`config.mk`:
```
export PLATFORM = sky130hd
export DESIGN_NAME = spi_port_regs
export DESIGN_NICKNAME = d
export VERILOG_FILES = /design/src/rtl/spi_port_regs.sv
export SDC_FILE = /design/constraint.sdc
export NUM_CORES = 1
export LEC_CHECK = 0
export BUFFER_PORTS_ARGS = -buffer_cell sky130_fd_sc_hd__clkbuf_2
export CAP_MARGIN = 30
export CORE_ASPECT_RATIO = 1.75
export CORE_MARGIN = 10
export CORE_UTILIZATION = 30
export CTS_CLUSTER_DIAMETER = 100
export CTS_CLUSTER_SIZE = 16
export DETAILED_ROUTE_END_ITERATION = 12
export PLACE_DENSITY_LB_ADDON = 0.15
export RECOVER_POWER = 100
export SKIP_LAST_GASP = 1
export SLEW_MARGIN = 15
export SYNTH_ARGS = -nofsm -noshare
export SYNTH_HDL_FRONTEND = slang
export SYNTH_SLANG_ARGS = --single-unit
```
`constraint.sdc`:
```
create_clock -name clk -period 2.8 [get_ports clk]
set_clock_uncertainty 0.15 [all_clocks]
set_input_delay 0 -clock clk [delete_from_list [all_inputs] [get_ports clk]]
set_output_delay 0 -clock clk [all_outputs]
set_load 0.01 [all_outputs]
```
`src/rtl/spi_port_regs.sv`:
```
`timescale 1ns/1ps
// SPI mode-0 slave register bank: NUM_PORTS output channels, NUM_PORTS input samples and an ID byte.
// Define SPI_PORT_REGS_SYNC2_EN for two-flop input synchronisers; default is a single register stage.
module spi_port_regs #(
  parameter int NUM_PORTS = 4,
  parameter int PORT_W = 8,
  parameter logic [PORT_W-1:0] RESET_VAL = '0
) (
  input  logic                          clk,
  input  logic                          rst_n,
  input  logic                          spi_cs_n,
  input  logic                          spi_sclk,
  input  logic                          spi_mosi,
  output logic                          spi_miso,
  output logic                          spi_miso_oe,
  input  logic [NUM_PORTS*PORT_W-1:0]   port_i,
  output logic [NUM_PORTS*PORT_W-1:0]   port_o,
  output logic [NUM_PORTS-1:0]          wr_strobe
);

  typedef enum logic [1:0] {IDLE, HDR, DATA, DONE} state_t;

  state_t      state, state_nxt;
  logic        cs_s, sclk_s, mosi_s, sclk_q;
  logic        sclk_rise, sclk_fall;
  logic [3:0]  cnt;
  logic [6:0]  sr;
  logic        wr_q;
  logic [6:0]  addr_q;
  logic [6:0]  addr_nxt;
  logic [7:0]  data_in;
  logic [7:0]  rd_val;
  logic [7:0]  snap;
  logic        miso_q;
  logic        wr_pend;
  logic [3:0]  wr_idx;
  logic [PORT_W-1:0] wr_dat;
  logic        shift_en, snap_en, miso_en, commit_en;

`ifdef SPI_PORT_REGS_SYNC2_EN
  logic cs_m, sclk_m, mosi_m;
  always_ff @(posedge clk or negedge rst_n) begin
    if (!rst_n) begin
      cs_m   <= 1'b1;
      sclk_m <= 1'b0;
      mosi_m <= 1'b0;
      cs_s   <= 1'b1;
      sclk_s <= 1'b0;
      mosi_s <= 1'b0;
    end else begin
      cs_m   <= spi_cs_n;
      sclk_m <= spi_sclk;
      mosi_m <= spi_mosi;
      cs_s   <= cs_m;
      sclk_s <= sclk_m;
      mosi_s <= mosi_m;
    end
  end
`else
  always_ff @(posedge clk or negedge rst_n) begin
    if (!rst_n) begin
      cs_s   <= 1'b1;
      sclk_s <= 1'b0;
      mosi_s <= 1'b0;
    end else begin
      cs_s   <= spi_cs_n;
      sclk_s <= spi_sclk;
      mosi_s <= spi_mosi;
    end
  end
`endif

  assign sclk_rise = sclk_s & ~sclk_q;
  assign sclk_fall = ~sclk_s & sclk_q;
  assign addr_nxt  = {sr[5:0], mosi_s};
  assign data_in   = {sr, mosi_s};

  always_ff @(posedge clk or negedge rst_n) begin
    if (!rst_n) state <= IDLE;
    else        state <= state_nxt;
  end

  // CS deassertion wins over any SCLK edge seen in the same cycle, so a late CS rise aborts the commit.
  always_comb begin
    state_nxt = state;
    case (state)
      IDLE: if (!cs_s) state_nxt = HDR;
      HDR: begin
        if (cs_s)                             state_nxt = IDLE;
        else if (sclk_rise && cnt == 4'd7)    state_nxt = DATA;
      end
      DATA: begin
        if (cs_s)                             state_nxt = IDLE;
        else if (sclk_rise && cnt == 4'd15)   state_nxt = DONE;
      end
      DONE: if (cs_s) state_nxt = IDLE;
      default: state_nxt = IDLE;
    endcase
  end

  always_comb begin
    spi_miso_oe = ~cs_s;
    spi_miso    = miso_q & ~cs_s;
    shift_en    = sclk_rise && !cs_s && (state == HDR || state == DATA);
    snap_en     = (state == HDR) && (state_nxt == DATA);
    miso_en     = sclk_fall && !cs_s && (state == DATA);
    commit_en   = (state == DATA) && (state_nxt == DONE) && wr_q && (addr_q < 7'(NUM_PORTS));
  end

  always_comb begin
    rd_val = 8'h00;
    for (int k = 0; k < NUM_PORTS; k++) begin
      if (addr_nxt == 7'(k))      rd_val = 8'(port_o[k*PORT_W +: PORT_W]);
      if (addr_nxt == 7'(16 + k)) rd_val = 8'(port_i[k*PORT_W +: PORT_W]);
    end
    if (addr_nxt == 7'h7F) rd_val = {4'hA, 4'(NUM_PORTS - 1)};
  end

  always_ff @(posedge clk or negedge rst_n) begin
    if (!rst_n) begin
      sclk_q  <= 1'b0;
      cnt     <= 4'd0;
      sr      <= 7'd0;
      wr_q    <= 1'b0;
      addr_q  <= 7'd0;
      snap    <= 8'd0;
      miso_q  <= 1'b0;
      wr_pend <= 1'b0;
      wr_idx  <= 4'd0;
      wr_dat  <= '0;
    end else begin
      sclk_q  <= sclk_s;
      wr_pend <= commit_en;
      if (state == IDLE) begin
        cnt    <= 4'd0;
        sr     <= 7'd0;
        miso_q <= 1'b0;
      end
      if (shift_en) begin
        cnt <= cnt + 4'd1;
        sr  <= {sr[5:0], mosi_s};
      end
      if (snap_en) begin
        wr_q   <= sr[6];
        addr_q <= addr_nxt;
        snap   <= rd_val;
      end
      if (miso_en) begin
        miso_q <= snap[7];
        snap   <= {snap[6:0], 1'b0};
      end
      if (commit_en) begin
        wr_idx <= addr_q[3:0];
        wr_dat <= data_in[PORT_W-1:0];
      end
    end
  end

  // Commit is registered one cycle after the last-bit decision to give a fixed S+1 write latency.
  always_ff @(posedge clk or negedge rst_n) begin
    if (!rst_n) begin
      port_o    <= {NUM_PORTS{RESET_VAL}};
      wr_strobe <= '0;
    end else begin
      wr_strobe <= '0;
      for (int k = 0; k < NUM_PORTS; k++) begin
        if (wr_pend && wr_idx == 4'(k)) begin
          port_o[k*PORT_W +: PORT_W] <= wr_dat;
          wr_strobe[k]               <= 1'b1;
        end
      end
    end
  end

endmodule

```
; Word level (Yosys, flattened, before mapping)
; Index checks and enable logic that the tools add are counted.
[totals]
reg_bits = 83
out_inout_bits = 38
elab_cells = 95
input_bits = 37
[op_classes]
n_lt_le_gt_ge = 1
bitwise = 6
muxes = 28
reduce_logical = 22
eq_ne = 18
add_sub_neg = 1
[ops]
columns = op, n
row1 = 8-bit two-way mux, 11
row2 = "7-bit by 5-bit == test with 1-bit output, second input constant", 4
row3 = "7-bit by 2-bit == test with 1-bit output, second input constant", 2
row4 = 1-bit logical AND, 14
row5 = 7-bit two-way mux, 2
row6 = 2-bit two-way mux, 6
row7 = "2-bit == test, second input constant", 4
row8 = "4-bit by 2-bit == test with 1-bit output, second input constant", 2
row9 = 4-bit two-way mux, 2
row10 = 2-bit case mux with 4 select lines, 1
row11 = "7-bit by 1-bit == test with 1-bit output, second input constant", 1
row12 = "7-bit == test, second input constant", 1
row13 = 7-bit logical NOT, 1
row14 = "7-bit by 3-bit less-than comparator with 1-bit output, second input constant", 1
row15 = 1-bit two-way mux, 6
row16 = 2-bit nonzero test, 3
row17 = "4-bit by 1-bit adder with 4-bit output, second input constant", 1
row18 = "4-bit by 1-bit == test with 1-bit output, second input constant", 1
row19 = "4-bit by 3-bit == test with 1-bit output, second input constant", 1
row20 = "4-bit == test, second input constant", 1
row21 = 4-bit logical NOT, 1
row22 = 1-bit AND, 3
row23 = 1-bit inverter, 3
row24 = "2-bit by 1-bit == test with 1-bit output, second input constant", 1
row25 = other kinds (3), 3

; Longest topological paths before layout
; Gate-level depths: netlist of the first run.
[logic_depth]
depth_word = 12
mapped_depth = 9
ltp_nobuf = 7

; Worst setup path before layout of the first run
; Ideal clock, no wire load.
[synth_timing]
kind = flip-flop to flip-flop
start = reg state[0]
end = reg addr_q[0]
arrival_time_ns = 2.125
path_slack_ns = 0.400
stages_incl_launch_ff = 9
t_required_ns = 2.525
n_path_buf = 2
path_cell_list = dfrtp_1 > inv_1 > ha_1 > buf_6 > nor4_1 > a21oi_1 > a211oi_4 > buf_8 > mux2_2
[synth_via]
elab_chain_len = 5
word_cells_on_any_way = 13
cone_classes = eq/ne (4) / mux (7) / reduce/logical (2)
[synth_rtl]
columns = item, line
row1 = start: declaration, 23  ; state_t state, state_nxt;
row2 = start signal: assignment, 80  ; else state <= state_nxt;
row3 = "2-bit two-way mux, on equally long branches", "94, 90"
row4 = "2-bit two-way mux, on equally long branches", "93, 89"
row5 = 2-bit case mux with 4 select lines, 86  ; case (state)
row6 = 2-bit == test, 105  ; snap_en = (state == HDR) && (state_nxt == DATA);
row7 = 1-bit logical AND *, 105
row8 = end signal: assignment, 145  ; addr_q <= addr_nxt;
row9 = end: declaration, 29  ; logic [6:0] addr_q;
; Mark *: on every way between the ends. The rest lies on a longest branch, timed or not.
; A chain may end at the register's enable or synchronous reset.

; Worst setup path in the final report of the first run
[layout_timing]
start = reg state[1]
end = reg wr_dat[5]
[layout_via]
elab_chain_len = 7
word_cells_on_any_way = 15
cone_classes = eq/ne (4) / mux (7) / reduce/logical (4)
[layout_rtl]
columns = item, line
row1 = "2-bit two-way mux, on equally long branches", "94, 90"
row2 = "2-bit two-way mux, on equally long branches", "93, 89"
row3 = 2-bit case mux with 4 select lines, 86
row4 = 2-bit == test, 107  ; commit_en = (state == DATA) && (state_nxt == DONE) && wr_q && (addr_q < 7'(NUM_PORTS));
row5 = 1-bit logical AND * (3 in a row), 107
row6 = end signal: assignment, 154  ; wr_dat <= data_in[PORT_W-1:0];
row7 = end: declaration, 37  ; logic [PORT_W-1:0] wr_dat;
; Marked as above.

==> impl_metrics.env, run 1 <==
export IMPL_io_pins=75
export IMPL_worstMarginPinSlew_ns=2.06
export IMPL_grt_pass1_vias=3471
export IMPL_synth_seq_cells=83
export IMPL_yosys_area_top_type="dfrtp_1"
export IMPL_fin_nets=484
export IMPL_cpPeakStageDelay_ns=0.45
export IMPL_yosysWarnings=0
export IMPL_portBuffers=74
export IMPL_syn_area_um2=4110
export IMPL_cts_made_buffers=9
export IMPL_synth_ff_type="dfrtp_1"
export IMPL_power_density_nw_per_um2=541
export IMPL_cts_resized=0
export IMPL_netlist_top_cells_area="dfrtp_1 50%, mux2_2 15%, o21ai_0 2.9%"
export IMPL_synthCells=358
export IMPL_worst_slack_ns=0.180
export IMPL_setup_violations=0
export IMPL_syn_num_nets=400
export IMPL_final_cells=621
export IMPL_post_route_util=0.372
export IMPL_crit_path_cell_trace="inv_1, ha_1, buf_4, a211oi_1, a221oi_2, nand2_1, nor3_1, buf_4, mux2_2"
export IMPL_initial_utilization=0.306
export IMPL_dp_slack_ns=0.226
export IMPL_grt_max_degree=41
export IMPL_timing_final_crit_period_ns=2.62
export IMPL_synth_top_area_frac=0.499
export IMPL_cpMaxStageDelayCell="dfrtp_1"
export IMPL_clk_latency_ns=0.34
export IMPL_hold_slack_ns=0.0371
export IMPL_cts_max_level=3
export IMPL_gr_total_overflow=0
export IMPL_end_kind="flip-flop"
export IMPL_cts_sinks=83
export IMPL_cts_root_buffer="clkbuf_16"
export IMPL_ir_drop_mv=0.284
export IMPL_yosysSeqAreaShare=0.505
export IMPL_critPathKind="flip-flop to flip-flop"
export IMPL_crit_required_ns=2.87
export IMPL_drive_gt1_frac=0.289
export IMPL_antenna_found_initial=0
export IMPL_core_area_um2=13500
export IMPL_hpwl_um=8890
export IMPL_async_flop_share=1.00
export IMPL_fmax_mhz=382
export IMPL_syn_avg_cell_area_um2=11.5
export IMPL_hold_class="primary input to flip-flop"
export IMPL_postCtsHoldBufs=7
export IMPL_synth_edff_count=0
export IMPL_cts_setup_buffers=0
export IMPL_die_h_um=175
export IMPL_rsz0062_at_grt="false"
export IMPL_failed_checks="capacitance limit, slew limit"
export IMPL_path_clk_slew_ns=0.07
export IMPL_yosys_top_cells_count="82 x dfrtp_1, 53 x mux2_2, 31 x nand2_1, 24 x o21ai_0, 16 x nand2b_1"
export IMPL_diodes=0
export IMPL_placementRows=56
export IMPL_area_delta_synth_final_pct=21.7
export IMPL_die_w_um=109
export IMPL_critPathMaxFanout=13
export IMPL_vias=3090
export IMPL_status="finished with violations"
export IMPL_drtIter0Drc=130
export IMPL_cp_arrival_ns=2.69
export IMPL_drc_errors=0
export IMPL_maxSlewHeadroom=-0.373
export IMPL_die_area_um2=19000
export IMPL_grt_pass1_wl_um=19200
export IMPL_first_pass_iters=4
export IMPL_grt_usage=0.131
export IMPL_yosysMostFrequentCell="dfrtp_1"
export IMPL_fin_crit_sh=0.936
export IMPL_leakage_nw=2.27
export IMPL_antenna_left=0
export IMPL_path_common_cell="buf_4"
export IMPL_tritoncts="done"
export IMPL_drv_slew=38
export IMPL_via_per_inst=4.98
export IMPL_routed_wl_um=12000
export IMPL_crit_path_start_kind="flip-flop"
export IMPL_hold_viol=0
export IMPL_fin_tns_setup_ns=0
export IMPL_wl_per_cell_um=19.3
export IMPL_dp_cells=598
export IMPL_yosysUniqueCellTypes=50
export IMPL_drv_cap=1
export IMPL_gp_congestion=0.775
export IMPL_cts_buffer_depth=2
cells in the final DEF (no fill, tap or decap), types with 2 or more instances in the layout:
cell            n
nor2b_1        10
dfrtp_1        82
a31oi_1         2
o21ai_0        25
clkbuf_2       36
a21oi_1        11
a311oi_1        3
mux2i_1        10
inv_1          12
nor3_1          5
mux4_2          3
clkinvlp_4      2
clkinv_2        2
o21a_1          3
o221ai_1        6
clkbuf_1       40
nand4_1         6
nor2_1         13
nand3_4         2
a211oi_1        2
nand3_1         2
nor4_1          5
o31a_2          3
a22o_1          3
dlygate4sd3_1   7
buf_4           7
nand2_1        31
mux2_2         53
and4_1          2
clkbuf_16       9
ha_1            5
nand2b_1       16
o22ai_1         6
worst max-delay path, delay by kind of cell, from the launching register on:
family | cells | cell delay [ns]
AO/OA/AOI/OAI | 2 | 0.38
adder cells (fa/ha/maj) | 1 | 0.25
AND/OR/NAND/NOR | 2 | 0.34
buffers and inverters | 3 | 0.57
flip-flops | 1 | 0.45
multiplexers | 1 | 0.35
cell type report:
class | instances | area, um^2
Tap cell | 174 | 218
Multi-Input combinational cell | 243 | 1880
Clock inverter | 6 | 63.8
Sequential cell | 83 | 2080
Timing Repair Buffer | 93 | 485
Inverter | 12 | 45.0
Clock buffer | 10 | 239
Fill cell | 1406 | 8450
flip-flops by register name (all words and copies together) (netlist names):
name	count
wr_strobe	4
sclk_s	1
cnt	4
state	2
wr_idx	4
sr	7
addr_q	7
mosi_s	1
port_o	32
wr_dat	8
wr_pend	1
cs_s	1
snap	8
wr_q	1
miso_q	1
sclk_q	1
stage by stage:
stage / total power, mW / cell area, um^2
after global placement: 1.50 / 4700
after global routing: 2.82 / 5000
final: 2.71 / 5000
after CTS: 2.74 / 5070
after floorplan: 1.41 / 4110
after detailed placement: 1.52 / 4700
kinds of logic after synthesis:
family                     count (synthesis)  synth area share
and+or+nand+nor                          101             0.139
adders and majority gates                  5            0.0152
DFF                                       83             0.505
buffers and inverters                     32            0.0365
AOI/OAI and AO/OA                         71             0.118
muxes                                     66             0.186
layer usage:
layer	routed length [um]	part of all wire	track usage	vias up
met3	396	0.033	0.0287	13
met2	6850	0.57	0.245	57
met1	4530	0.38	0.135	1551
li1	-	-	-	1469
met4	194	0.016	0.0535	0
met5	0	0	0	-
worst paths after layout:
check	start	to	slack [ns]	cells after the start
worst max-delay path	state[1]	wr_dat[5]	0.18	9
worst min-delay path	port_i[18]	snap[2]	0.04	5
worst max register to register	state[1]	wr_dat[5]	0.18	9
worst min register to register	snap[7]	miso_q	0.32	2
max in group asynchronous	rst_n	snap[5]	0.42	3
min in group asynchronous	rst_n	mosi_s	0.64	2
report_power, final:
group | internal, mW | switching, mW
combinational | 0.105 | 0.157
sequential | 1.21 | 0.0232
clock | 0.715 | 0.493
total | 2.03 | 0.673
Power figures use the tool's default switching activity.
==> inputs of run 2 (changes only) <==
--- a/config.mk
+++ b/config.mk
@@ -9,12 +9,12 @@
 export CAP_MARGIN = 30
 export CORE_ASPECT_RATIO = 1.75
 export CORE_MARGIN = 10
-export CORE_UTILIZATION = 30
+export CORE_UTILIZATION = 40
 export CTS_CLUSTER_DIAMETER = 100
 export CTS_CLUSTER_SIZE = 16
 export DETAILED_ROUTE_END_ITERATION = 12
 export PLACE_DENSITY_LB_ADDON = 0.15
-export RECOVER_POWER = 100
+export RECOVER_POWER = 50
 export SKIP_LAST_GASP = 1
 export SLEW_MARGIN = 15
 export SYNTH_ARGS = -nofsm -noshare
==> impl_metrics.env, run 2 (synthesis gave the netlist of run 1 again) <==
export IMPL_status="finished with violations"
export IMPL_failed_checks="capacitance limit, slew limit"
export IMPL_tritoncts="done"
export IMPL_critPathLaunch="state[1]"
export IMPL_cts_made_buffers=9
export IMPL_placed_area_um2=4680
export IMPL_diodes=0
export IMPL_crit_required_ns=2.87
export IMPL_cp_arrival_ns=2.66
export IMPL_rsz0062_at_grt="false"
export IMPL_min_delay_path_depth=5
export IMPL_io_pins=75
export IMPL_clk_latency_ns=0.34
export IMPL_via_per_inst=5.44
export IMPL_die_w_um=96.7
export IMPL_layout_common_cells="82 x dfrtp_1, 53 x mux2_2, 39 x clkbuf_2"
export IMPL_critPathMaxFanout=13
export IMPL_gp_congestion=0.807
export IMPL_hold_viol=0
export IMPL_drtIter0Drc=191
export IMPL_seq_area_um2=2080
export IMPL_regMostFlops="port_o"
export IMPL_core_area_um2=10200
export IMPL_routed_wl_um=11300
export IMPL_grt_pass1_wl_um=18200
export IMPL_placementRows=49
export IMPL_maxSlewHeadroom=-0.451
export IMPL_crit_path_cell_trace="inv_1, ha_1, buf_4, a211oi_1, a221oi_2, nand2_1, nor3_2, buf_4, mux2_2"
export IMPL_worst_slack_ns=0.207
export IMPL_grt_pass1_vias=3425
export IMPL_reg2reg_depth=9
export IMPL_area_delta_synth_final_pct=22.3
export IMPL_path_clk_slew_ns=0.06
export IMPL_drc_errors=0
export IMPL_fin_crit_sh=0.926
export IMPL_nFillCells=966
export IMPL_fin_nets=486
export IMPL_holdCritStartpoint="port_i[6]"
export IMPL_post_route_util=0.494
export IMPL_r2r_slack_ns=0.21
export IMPL_antenna_left=0
export IMPL_die_area_um2=14900
export IMPL_fin_tns_setup_ns=0
export IMPL_wl_per_cell_um=19.6
export IMPL_multi_input_area_um2=1890
export IMPL_hpwl_um=8320
export IMPL_holdPathEnd="snap[6]"
export IMPL_hold_class="primary input to flip-flop"
export IMPL_r2r_end="wr_dat[5]"
export IMPL_grt_max_degree=47
export IMPL_die_h_um=154
export IMPL_end_kind="flip-flop"
export IMPL_critPathKind="flip-flop to flip-flop"
export IMPL_drive_gt1_frac=0.307
export IMPL_cts_setup_buffers=0
export IMPL_fmax_mhz=386
export IMPL_antenna_found_initial=0
export IMPL_portBuffers=74
export IMPL_drv_cap=1
export IMPL_power_density_nw_per_um2=555
export IMPL_cp_buffers_inverters=3
export IMPL_vias=3133
export IMPL_crit_path_start_kind="flip-flop"
export IMPL_grt_usage=0.152
export IMPL_design_area_um2=5030
export IMPL_largest_register_ff_count=32
export IMPL_cts_resized=0
export IMPL_timing_final_crit_period_ns=2.59
export IMPL_leakage_nw=2.33
export IMPL_cts_sinks=83
export IMPL_dp_slack_ns=0.248
export IMPL_cpMaxStageDelayCell="dfrtp_1"
export IMPL_r2r_start="state[1]"
export IMPL_first_pass_iters=4
export IMPL_final_common_cell="dfrtp_1"
export IMPL_path_common_cell="buf_4"
export IMPL_drv_slew=38
export IMPL_postCtsHoldBufs=7
export IMPL_setup_violations=0
export IMPL_cts_root_buffer="clkbuf_16"
export IMPL_gr_total_overflow=0
export IMPL_cts_max_level=3
export IMPL_cts_buffer_depth=2
export IMPL_cpPeakStageDelay_ns=0.44
export IMPL_ir_drop_mv=0.328
export IMPL_critPathTopFamily="buffers and inverters"
export IMPL_worstMarginPinSlew_ns=2.18
export IMPL_initial_utilization=0.404
export IMPL_top_regs="port_o (32), snap (8), wr_dat (8)"
==> run 2: cell count changes in the layout (fill, tap and decap cells not counted), sizes merged <==
cell / before / now
clkbuf: 87 / 86
inv: 13 / 12
buf: 9 / 14
bufinv: 1 / 2
clkinvlp: 2 / 1
clkinv: 2 / 1
==> run 2: worst max path at each step <==
stage,end,depth (start not counted)
global placement,wr_idx[0],8
detailed placement,wr_dat[4],9
finish,wr_dat[5],9
global route,wr_dat[7],9
CTS,wr_dat[7],9
floorplan,addr_q[0],8
==> run 2: layout make-up <==
cell class | count | area share
Clock inverter | 4 | 0.0144
Inverter | 12 | 0.00895
Tap cell | 127 | 0.0316
Sequential cell | 83 | 0.413
Multi-Input combinational cell | 243 | 0.375
Timing Repair Buffer | 95 | 0.106
Clock buffer | 12 | 0.0510
==> run 2: worst reg2reg max path, stage by stage (launching register included) <==
cell and delay (ns):
dfrtp_1 0.44, inv_1 0.14, ha_1 0.25, buf_4 0.22, a211oi_1 0.08, a221oi_2 0.29
nand2_1 0.16, nor3_2 0.17, buf_4 0.22, mux2_2 0.35
==> run 2: report_power, final <==
part / switching, mW / internal [mW] / leakage, nW
sequential: 0.0186 / 1.21 / 1.12
clock: 0.459 / 0.828 / 0.159
combinational: 0.164 / 0.110 / 1.05
total: 0.641 / 2.15 / 2.33
==> run 2: per-stage QoR <==
step / hold slack [ns] / power [mW] / cells
after global routing: 0.104 / 2.90 / 576
after CTS: 0.0571 / 2.83 / 576
after global placement: -0.0585 / 1.50 / 552
final: 0.0615 / 2.79 / 576
after detailed placement: -0.136 / 1.52 / 553
after floorplan: -0.446 / 1.41 / 358
==> run 2: metal layers <==
metal  GRT usage  part of all wire  vias to the layer above
met5           0                 0                        -
met4      0.0762             0.031                        0
met3      0.0319             0.034                       18
met2       0.276              0.55                       69
met1       0.161              0.39                     1568
li1            -                 -                     1478
